$ cat config.mk
export PLATFORM = sky130hd
export DESIGN_NAME = fir_out_stage
export DESIGN_NICKNAME = d
export VERILOG_FILES = /design/src/rtl/fir_out_stage.sv
export SDC_FILE = /design/constraint.sdc
export NUM_CORES = 1
export LEC_CHECK = 0
export BUFFER_PORTS_ARGS = -buffer_cell sky130_fd_sc_hd__buf_2
export CAP_MARGIN = 20
export CORE_UTILIZATION = 40
export CTS_BUF_LIST = sky130_fd_sc_hd__clkbuf_2
export CTS_CLUSTER_SIZE = 10
export DETAILED_ROUTE_END_ITERATION = 6
export PLACE_DENSITY = 0.55
export SLEW_MARGIN = 25
export SYNTH_ARGS = -nofsm -noshare
export SYNTH_HDL_FRONTEND = slang
export SYNTH_SLANG_ARGS = --single-unit
$ cat constraint.sdc
create_clock -name i_clk -period 7.57 [get_ports i_clk]
set_input_delay 0.3785 -clock i_clk [delete_from_list [all_inputs] [get_ports i_clk]]
set_output_delay 0.3785 -clock i_clk [all_outputs]
set_load 0.03 [all_outputs]
$ cat src/rtl/fir_out_stage.sv
// fir_out_stage: rounds, saturates and optionally decimates the FIR accumulator,
// then buffers results in a small FIFO drained over a valid/ready handshake.
// Optional feature macro: FIR_OUT_STICKY_SAT_EN (sticky saturation flag).
module fir_out_stage #(
    parameter int unsigned IW    = 16,
    parameter int unsigned TW    = 16,
    parameter int unsigned OW    = IW + TW + 8,
    parameter int unsigned OUTW  = 16,
    parameter int unsigned SHIFT = 15,
    parameter int unsigned DECIM = 1,
    parameter int unsigned DEPTH = 4
) (
    input  logic                   i_clk,
    input  logic                   i_reset,
    input  logic                   i_ce,
    input  logic                   i_valid,
    input  logic [OW-1:0]          i_acc,
    input  logic                   i_flush,
    output logic [OUTW-1:0]        o_m_data,
    output logic                   o_m_valid,
    input  logic                   i_m_ready,
    output logic [$clog2(DEPTH):0] o_fill,
    output logic                   o_overrun,
    output logic [7:0]             o_drop_cnt,
    output logic                   o_sat_sticky
);

    localparam int unsigned AW  = $clog2(DEPTH);
    localparam int unsigned FW  = AW + 1;
    localparam int unsigned DCW = (DECIM > 1) ? $clog2(DECIM) : 1;

    localparam logic [OW:0]        RND     = (OW+1)'(1) << (SHIFT - 1);
    localparam logic signed [OW:0] SAT_MAX = $signed(((OW+1)'(1) << (OUTW - 1)) - (OW+1)'(1));
    localparam logic signed [OW:0] SAT_MIN = ~SAT_MAX;

    logic                   accept;
    logic                   keep;
    logic [DCW-1:0]         dec_cnt;

    logic [OW:0]            r1;
    logic                   v1;
    logic signed [OW:0]     shifted;
    logic                   hi_clip;
    logic                   lo_clip;
    logic [OUTW-1:0]        sat_val;

    logic [OUTW-1:0]        s2;
    logic                   v2;

    logic [OUTW-1:0]        mem [DEPTH];
    logic [AW-1:0]          wr_ptr;
    logic [AW-1:0]          rd_ptr;
    logic [FW-1:0]          fill;
    logic                   full;
    logic                   wr;
    logic                   pop;
    logic                   push;
    logic                   drop;

    assign accept = i_ce && i_valid;
    assign keep   = accept && (dec_cnt == '0);

    // Decimation counter: advances on every accept, only slot 0 is kept
    always_ff @(posedge i_clk or posedge i_reset) begin
        if (i_reset) begin
            dec_cnt <= '0;
        end else if (i_flush) begin
            dec_cnt <= '0;
        end else if (accept) begin
            dec_cnt <= (dec_cnt == DCW'(DECIM - 1)) ? '0 : dec_cnt + DCW'(1);
        end
    end

    // Stage 1: sign-extend and add the half-LSB rounding constant
    always_ff @(posedge i_clk or posedge i_reset) begin
        if (i_reset) begin
            v1 <= 1'b0;
            r1 <= '0;
        end else begin
            v1 <= keep && !i_flush;
            if (keep) begin
                r1 <= {i_acc[OW-1], i_acc} + RND;
            end
        end
    end

    assign shifted = $signed(r1) >>> SHIFT;
    assign hi_clip = shifted > SAT_MAX;
    assign lo_clip = shifted < SAT_MIN;

    // Clamp the shifted sum into the signed output range
    always_comb begin
        sat_val = shifted[OUTW-1:0];
        if (hi_clip) begin
            sat_val = SAT_MAX[OUTW-1:0];
        end else if (lo_clip) begin
            sat_val = SAT_MIN[OUTW-1:0];
        end
    end

    // Stage 2: register the saturated FIFO write candidate
    always_ff @(posedge i_clk or posedge i_reset) begin
        if (i_reset) begin
            v2 <= 1'b0;
            s2 <= '0;
        end else begin
            v2 <= v1 && !i_flush;
            if (v1) begin
                s2 <= sat_val;
            end
        end
    end

    assign full = (fill == FW'(DEPTH));
    assign wr   = v2 && !i_flush;
    assign pop  = (fill != '0) && i_m_ready && !i_flush;
    assign push = wr && (!full || pop);
    assign drop = wr && full && !pop;

    // FIFO storage; data is left stale on flush since fill gates validity
    always_ff @(posedge i_clk or posedge i_reset) begin
        if (i_reset) begin
            for (int i = 0; i < DEPTH; i++) begin
                mem[i] <= '0;
            end
        end else if (push) begin
            mem[wr_ptr] <= s2;
        end
    end

    // FIFO pointers and occupancy
    always_ff @(posedge i_clk or posedge i_reset) begin
        if (i_reset) begin
            wr_ptr <= '0;
            rd_ptr <= '0;
            fill   <= '0;
        end else if (i_flush) begin
            wr_ptr <= '0;
            rd_ptr <= '0;
            fill   <= '0;
        end else begin
            if (push) begin
                wr_ptr <= wr_ptr + AW'(1);
            end
            if (pop) begin
                rd_ptr <= rd_ptr + AW'(1);
            end
            if (push && !pop) begin
                fill <= fill + FW'(1);
            end else if (pop && !push) begin
                fill <= fill - FW'(1);
            end
        end
    end

    // Overrun pulse and saturating drop counter (count survives flush)
    always_ff @(posedge i_clk or posedge i_reset) begin
        if (i_reset) begin
            o_overrun  <= 1'b0;
            o_drop_cnt <= '0;
        end else if (i_flush) begin
            o_overrun  <= 1'b0;
        end else begin
            o_overrun <= drop;
            if (drop && (o_drop_cnt != 8'hFF)) begin
                o_drop_cnt <= o_drop_cnt + 8'd1;
            end
        end
    end

`ifdef FIR_OUT_STICKY_SAT_EN
    logic sat2;

    // Saturation tag travels with the stage-2 sample
    always_ff @(posedge i_clk or posedge i_reset) begin
        if (i_reset) begin
            sat2 <= 1'b0;
        end else if (v1) begin
            sat2 <= hi_clip || lo_clip;
        end
    end

    // Sticky flag set only when a clipped sample actually enters the FIFO
    always_ff @(posedge i_clk or posedge i_reset) begin
        if (i_reset) begin
            o_sat_sticky <= 1'b0;
        end else if (i_flush) begin
            o_sat_sticky <= 1'b0;
        end else if (push && sat2) begin
            o_sat_sticky <= 1'b1;
        end
    end
`else
    assign o_sat_sticky = 1'b0;
`endif

    assign o_m_data  = mem[rd_ptr];
    assign o_m_valid = (fill != '0);
    assign o_fill    = fill;

endmodule

Word level (Yosys, flattened, before mapping)
Cells that the tools add are included.
{ "totals": {"regBits": 140, "input_bits": 46, "output_inout_bits": 30, "elab_cells": 76} }
{ "classes": {"addsub": 7, "magnitude_cmp": 5, "n_eq_ne": 2, "n_mux": 19, "bitwise": 4, "reduce_logical": 25} }
{ "ops": {"columns": ["op", "n"], "rows": [
  ["16-bit 2-to-1 mux", 5],
  ["64-bit bitwise mux", 1],
  ["40-bit by 16-bit adder with 41-bit output (second input constant)", 1],
  ["16-bit binary-select mux with 2-bit select", 1],
  ["16-bit demux with 2-bit select", 1],
  ["26-bit by 16-bit > comparator with 1-bit output (second input constant)", 1],
  ["26-bit by 16-bit less-than comparator with 1-bit output (second input constant)", 1],
  ["1-bit logical AND", 14],
  ["3-bit 2-to-1 mux", 3],
  ["8-bit by 1-bit adder with 8-bit output (second input constant)", 1],
  ["2-bit 2-to-1 mux", 4],
  ["8-bit != test (second input constant)", 1],
  ["3-bit >= comparator (second input constant)", 2],
  ["2-bit NOT with 3-bit output", 2],
  ["2-bit nonzero test", 3],
  ["3-bit nonzero test", 2],
  ["2-bit by 1-bit adder with 2-bit output (second input constant)", 2],
  ["1-bit logical NOT", 4],
  ["1-bit 2-to-1 mux", 4],
  ["3-bit by 1-bit adder with 3-bit output (second input constant)", 1],
  ["3-bit equality test (second input constant)", 1],
  ["3-bit by 1-bit less-than comparator with 1-bit output (second input constant)", 1],
  ["3-bit by 1-bit subtractor with 3-bit output (second input constant)", 1],
  ["1-bit NOT", 2],
  ["other kinds (3)", 3]
]} }

Depth between registers and ports, before layout
{ "depth": {"depth_word": 10, "depth_mapped": 8, "mapped_depth_nobuf": 7} }

Least setup slack after synthesis
OpenSTA, ideal clock, no wires.
{ "synth_path": {"path_type": "register to register", "start": "register fill[0], in the netlist o_fill[0]", "end": "register fill[2], in the netlist o_fill[2]", "setup_time_ps": 136, "arrival_ps": 2221, "required_time_ps": 7434, "path_slack_ps": 5213, "path_stages_with_launch": 8, "n_path_buf": 1, "synth_period_minus_slack_ps": 2357, "cell_sequence": "dfrtp_1 > buf_2 > nor4b_4 > nor3_1 > fa_1 > or3b_2 > a31oi_1 > a21oi_1"} }
{ "synth_between": {"elab_chain_cells": 8, "word_cells_on_any_way": 17, "cone_classes": "2 x add/sub; 1 x eq/ne; 3 x mux; 11 x reduce/logical"} }
{ "synth_lines": {"columns": ["item", "line_no", "rtl"], "rows": [
  ["start: declaration", "53", "logic [FW-1:0] fill;"],
  ["start signal: assignment", "149", "fill <= fill + FW'(1);"],
  ["start signal: assignment", "151", "fill <= fill - FW'(1);"],
  ["parallel branches: the longest is 8 deep, another holds 3-bit by 1-bit subtractor with 3-bit output", null, null]
]} }
Several ways; the timed one is not identified. The select of a mux whose other input is x is not followed.
A chain may end at the register's enable or synchronous reset.

Worst setup path after layout
{ "layout_path": {"start": "register rd_ptr[1]", "end": "output port o_m_data[2]"} }
{ "layout_between": {"elab_chain_cells": 4} }
{ "layout_lines": {"columns": ["item", "line_no", "rtl"], "rows": [
  ["start: declaration", "52", "logic [AW-1:0] rd_ptr;"],
  ["start signal: assignment", "146", "rd_ptr <= rd_ptr + AW'(1);"],
  ["2-bit NOT with 3-bit output (implied by the code)", "197", "assign o_m_data = mem[rd_ptr];"],
  ["16-bit binary-select mux with 2-bit select", "197", null],
  ["16-bit 2-to-1 mux (implied by the code) (2 in series)", "197", null],
  ["end: declaration", "19", "output logic [OUTW-1:0] o_m_data,"]
]} }
No other way between the ends. The select of a mux whose other input is x is not followed.

==> metrics <==
outcome complete, no violations; DP Area 6360 um^2; clock sink count between 100 and 150; Final Cycle Share 0.382; post-route worst setup slack around 4.7 ns; largest net degree at the start of global routing between 70 and 80; worst stage delay on the critical path slightly below 1 ns; pwr dens around 220 nW/um^2; RD Place Congestion 0.796; CP endpoint kind output pin; Seq/Total Area, Yosys 0.523; post-layout minimum cycle time 2.89 ns; fraction of registers with async set/reset 1.00; global-route wire length before repair between 15 and 20 mm; total setup buffers inserted after CTS 0; H-Tree Depth 4; Post-synth EDFFs 0; die height roughly 120 um; Starting DRT DRC Count 160; initial antenna violation count 0; router iterations before antenna repair 4; Clock transition at path regs between 0.15 and 0.2 ns; Top Family by Delay on Critical Path flip-flops; final-report hold violation count 0; Slew @ Worst Pin around 0.93 ns; max_slew headroom 0.383; IO Port Bufs 60; Starting Density 0.410; gr usage total 0.173; row cnt 44; syn_nets between 500 and 600; slowest CP cell dfrtp_1; antenna-violating nets left 0; most frequent cells in the layout 124 x dfrtp_1, 66 x mux2_2, 60 x buf_2; RSZ-0062 raised after global routing false; maxcap violations 0; total number of vias between 4000 and 5000; Design Area, Final 6780 um^2; commonest non-fill, non-tap cell in the layout dfrtp_1; Ys Warns 0; mapped cell area 5940 um^2; CP cell instances mux4_2 -> buf_2; HP Class in2reg; Pleak between 3 and 4 nW; Hold WS around 0.068 ns; worst-path fanout max 17; Max Clock Freq between 300 and 400 MHz; # DRC 0; total gr overflow 0; nets@finish 630; library cells used by synthesis 52; Syn Inst Count 501; R2R setup slack ~5.2 ns; TritonCTS clock tree done; clock buffer count from CTS 17; clk_lat worst skew 0.68 ns; arrival time of the worst setup path 2.51 ns; synth-to-layout area growth 14.2%; dpl ws around 5.2 ns; final WL roughly 12 mm; #FFs+latches synth between 100 and 150; final setup violation count 0; Setup Crit Path Kind reg2out; CP Launch Type flop; setup_tns 0 ns; area of the core between 10000 and 15000 um^2; vias in the first global route 3971; Max VDD drop approximately 0.000086 V; num ports 76; clk root buf clkbuf_2; Die W approximately 120 um; worst path required time 7.19 ns; deepest clock path buffer count 2; Die ar. about 15000 um^2; Avg WL per Cell 15.4 um; Via density 5.23; Avg Cell Area, Syn 11.8 um^2; post-route clock skew ~0.019 ns; Synth Flop Type dfrtp_1; layout cell share with drive strength beyond 1 0.324; CP Buf/Inv Count 1; DP Wirelength approximately 8 mm; count of pins over their slew limit 0
==> worst register-to-register path: stages, from the launching register on <==
cell	delay, ns
dfrtp_1	0.53
o31a_1	0.40
nor3_1	0.23
fa_1	0.47
o21bai_1	0.17
a31oi_1	0.14
o21ai_0	0.10
a221oi_1	0.26
==> synth_stat cells (2+ instances only) <==
master | instances | area, um^2
clkbuf_1 | 13 | 48.8
ha_1 | 6 | 75.1
and4_2 | 2 | 20.0
o211ai_1 | 3 | 22.5
nor4_1 | 5 | 31.3
a211oi_1 | 2 | 15.0
nand4_1 | 13 | 81.3
or4_1 | 8 | 60.1
o21bai_1 | 2 | 15.0
a31oi_1 | 12 | 75.1
o22ai_1 | 15 | 93.8
dfrtp_1 | 124 | 3100
and3_1 | 4 | 25.0
nor4b_1 | 2 | 17.5
nor2b_1 | 2 | 12.5
xor2_1 | 14 | 123
buf_4 | 6 | 45.0
mux2_2 | 66 | 743
nand2_1 | 39 | 146
o31ai_1 | 8 | 60.1
nor3_1 | 5 | 25.0
nand2_2 | 5 | 31.3
and4_1 | 2 | 17.5
and2_1 | 3 | 18.8
nand3_1 | 12 | 60.1
xnor2_1 | 10 | 87.6
buf_2 | 4 | 20.0
o21ai_0 | 17 | 85.1
nor2_1 | 37 | 139
inv_1 | 23 | 86.3
mux4_2 | 16 | 360
==> per-layer routing <==
metal  vias up  global-route usage  part of all wire
met1      1983               0.224              0.47
li1       1972                   -                 -
met5         -                   0                 0
met3        16              0.0403             0.034
met4         0              0.0633             0.016
met2        85               0.282              0.48
==> worst paths after layout <==
path,cells after the start,endpoint,startpoint
worst max-delay path,2,o_m_data[2],rd_ptr[1]$_DFFE_PP0P_
worst min register to register,2,r1[18]$_DFFE_PP0P_,r1[18]$_DFFE_PP0P_
worst max register to register,7,o_fill[1]$_DFFE_PP0P_,o_fill[0]$_DFFE_PP0P_
min in group asynchronous,3,s2[3]$_DFFE_PP0P_,i_reset
worst min-delay path,4,r1[15]$_DFFE_PP0P_,i_acc[14]
max in group asynchronous,5,mem[56]$_DFFE_PP0P_,i_reset
==> where the power goes <==
part / internal [mW] / switching [mW]
clock: 0.150 / 0.228
sequential: 0.735 / 0.0595
combinational: 0.147 / 0.192
total: 1.03 / 0.479
==> sequential cells by signal, indices dropped and copies added (netlist names) <==
signal / cells
mem: 64
o_drop_cnt: 8
o_fill: 3
o_overrun: 1
r1: 26
rd_ptr: 2
s2: 16
v1: 1
v2: 1
wr_ptr: 2
==> metrics by stage <==
step,utilization,cells,power (mW)
finish,0.468,775,1.51
global route,0.468,774,1.61
CTS,0.466,773,1.53
detailed placement,0.439,723,1.14
global placement,0.439,723,1.13
floorplan,-,501,1.04
==> what timing repair did <==
| action | 4_1_cts | 5_1_grt |
|---|---|---|
| endpoints found under the setup margin | 0 | 0 |
| resized for setup | 0 | 0 |
| hold buffers | 18 | 0 |
| hold endpoints to repair | 73 | 0 |
==> cell type report <==
cell class / instances / area [um^2]
fill: 1367 / 7700
antenna: 1 / 2.50
tap: 184 / 230
clock buffer: 21 / 105
timing repair buffer: 82 / 531
multi-input combinational: 329 / 2620
inverter: 23 / 88.8
sequential: 124 / 3100
clock inverter: 11 / 101
==> cells by family (layout without fill, tap and decap cells) <==
group | Yosys count | in the layout | share of synthesized area
compound gates | 65 | 65 | 0.0702
xor+xnor | 24 | 24 | 0.0354
fa+ha+maj | 7 | 7 | 0.0160
buf+inv | 48 | 137 | 0.0363
flops | 124 | 124 | 0.523
mux | 82 | 82 | 0.186
other cells | 1 | 2 | 0.000632
simple gates | 150 | 150 | 0.133
Power figures use the tool's default switching activity.
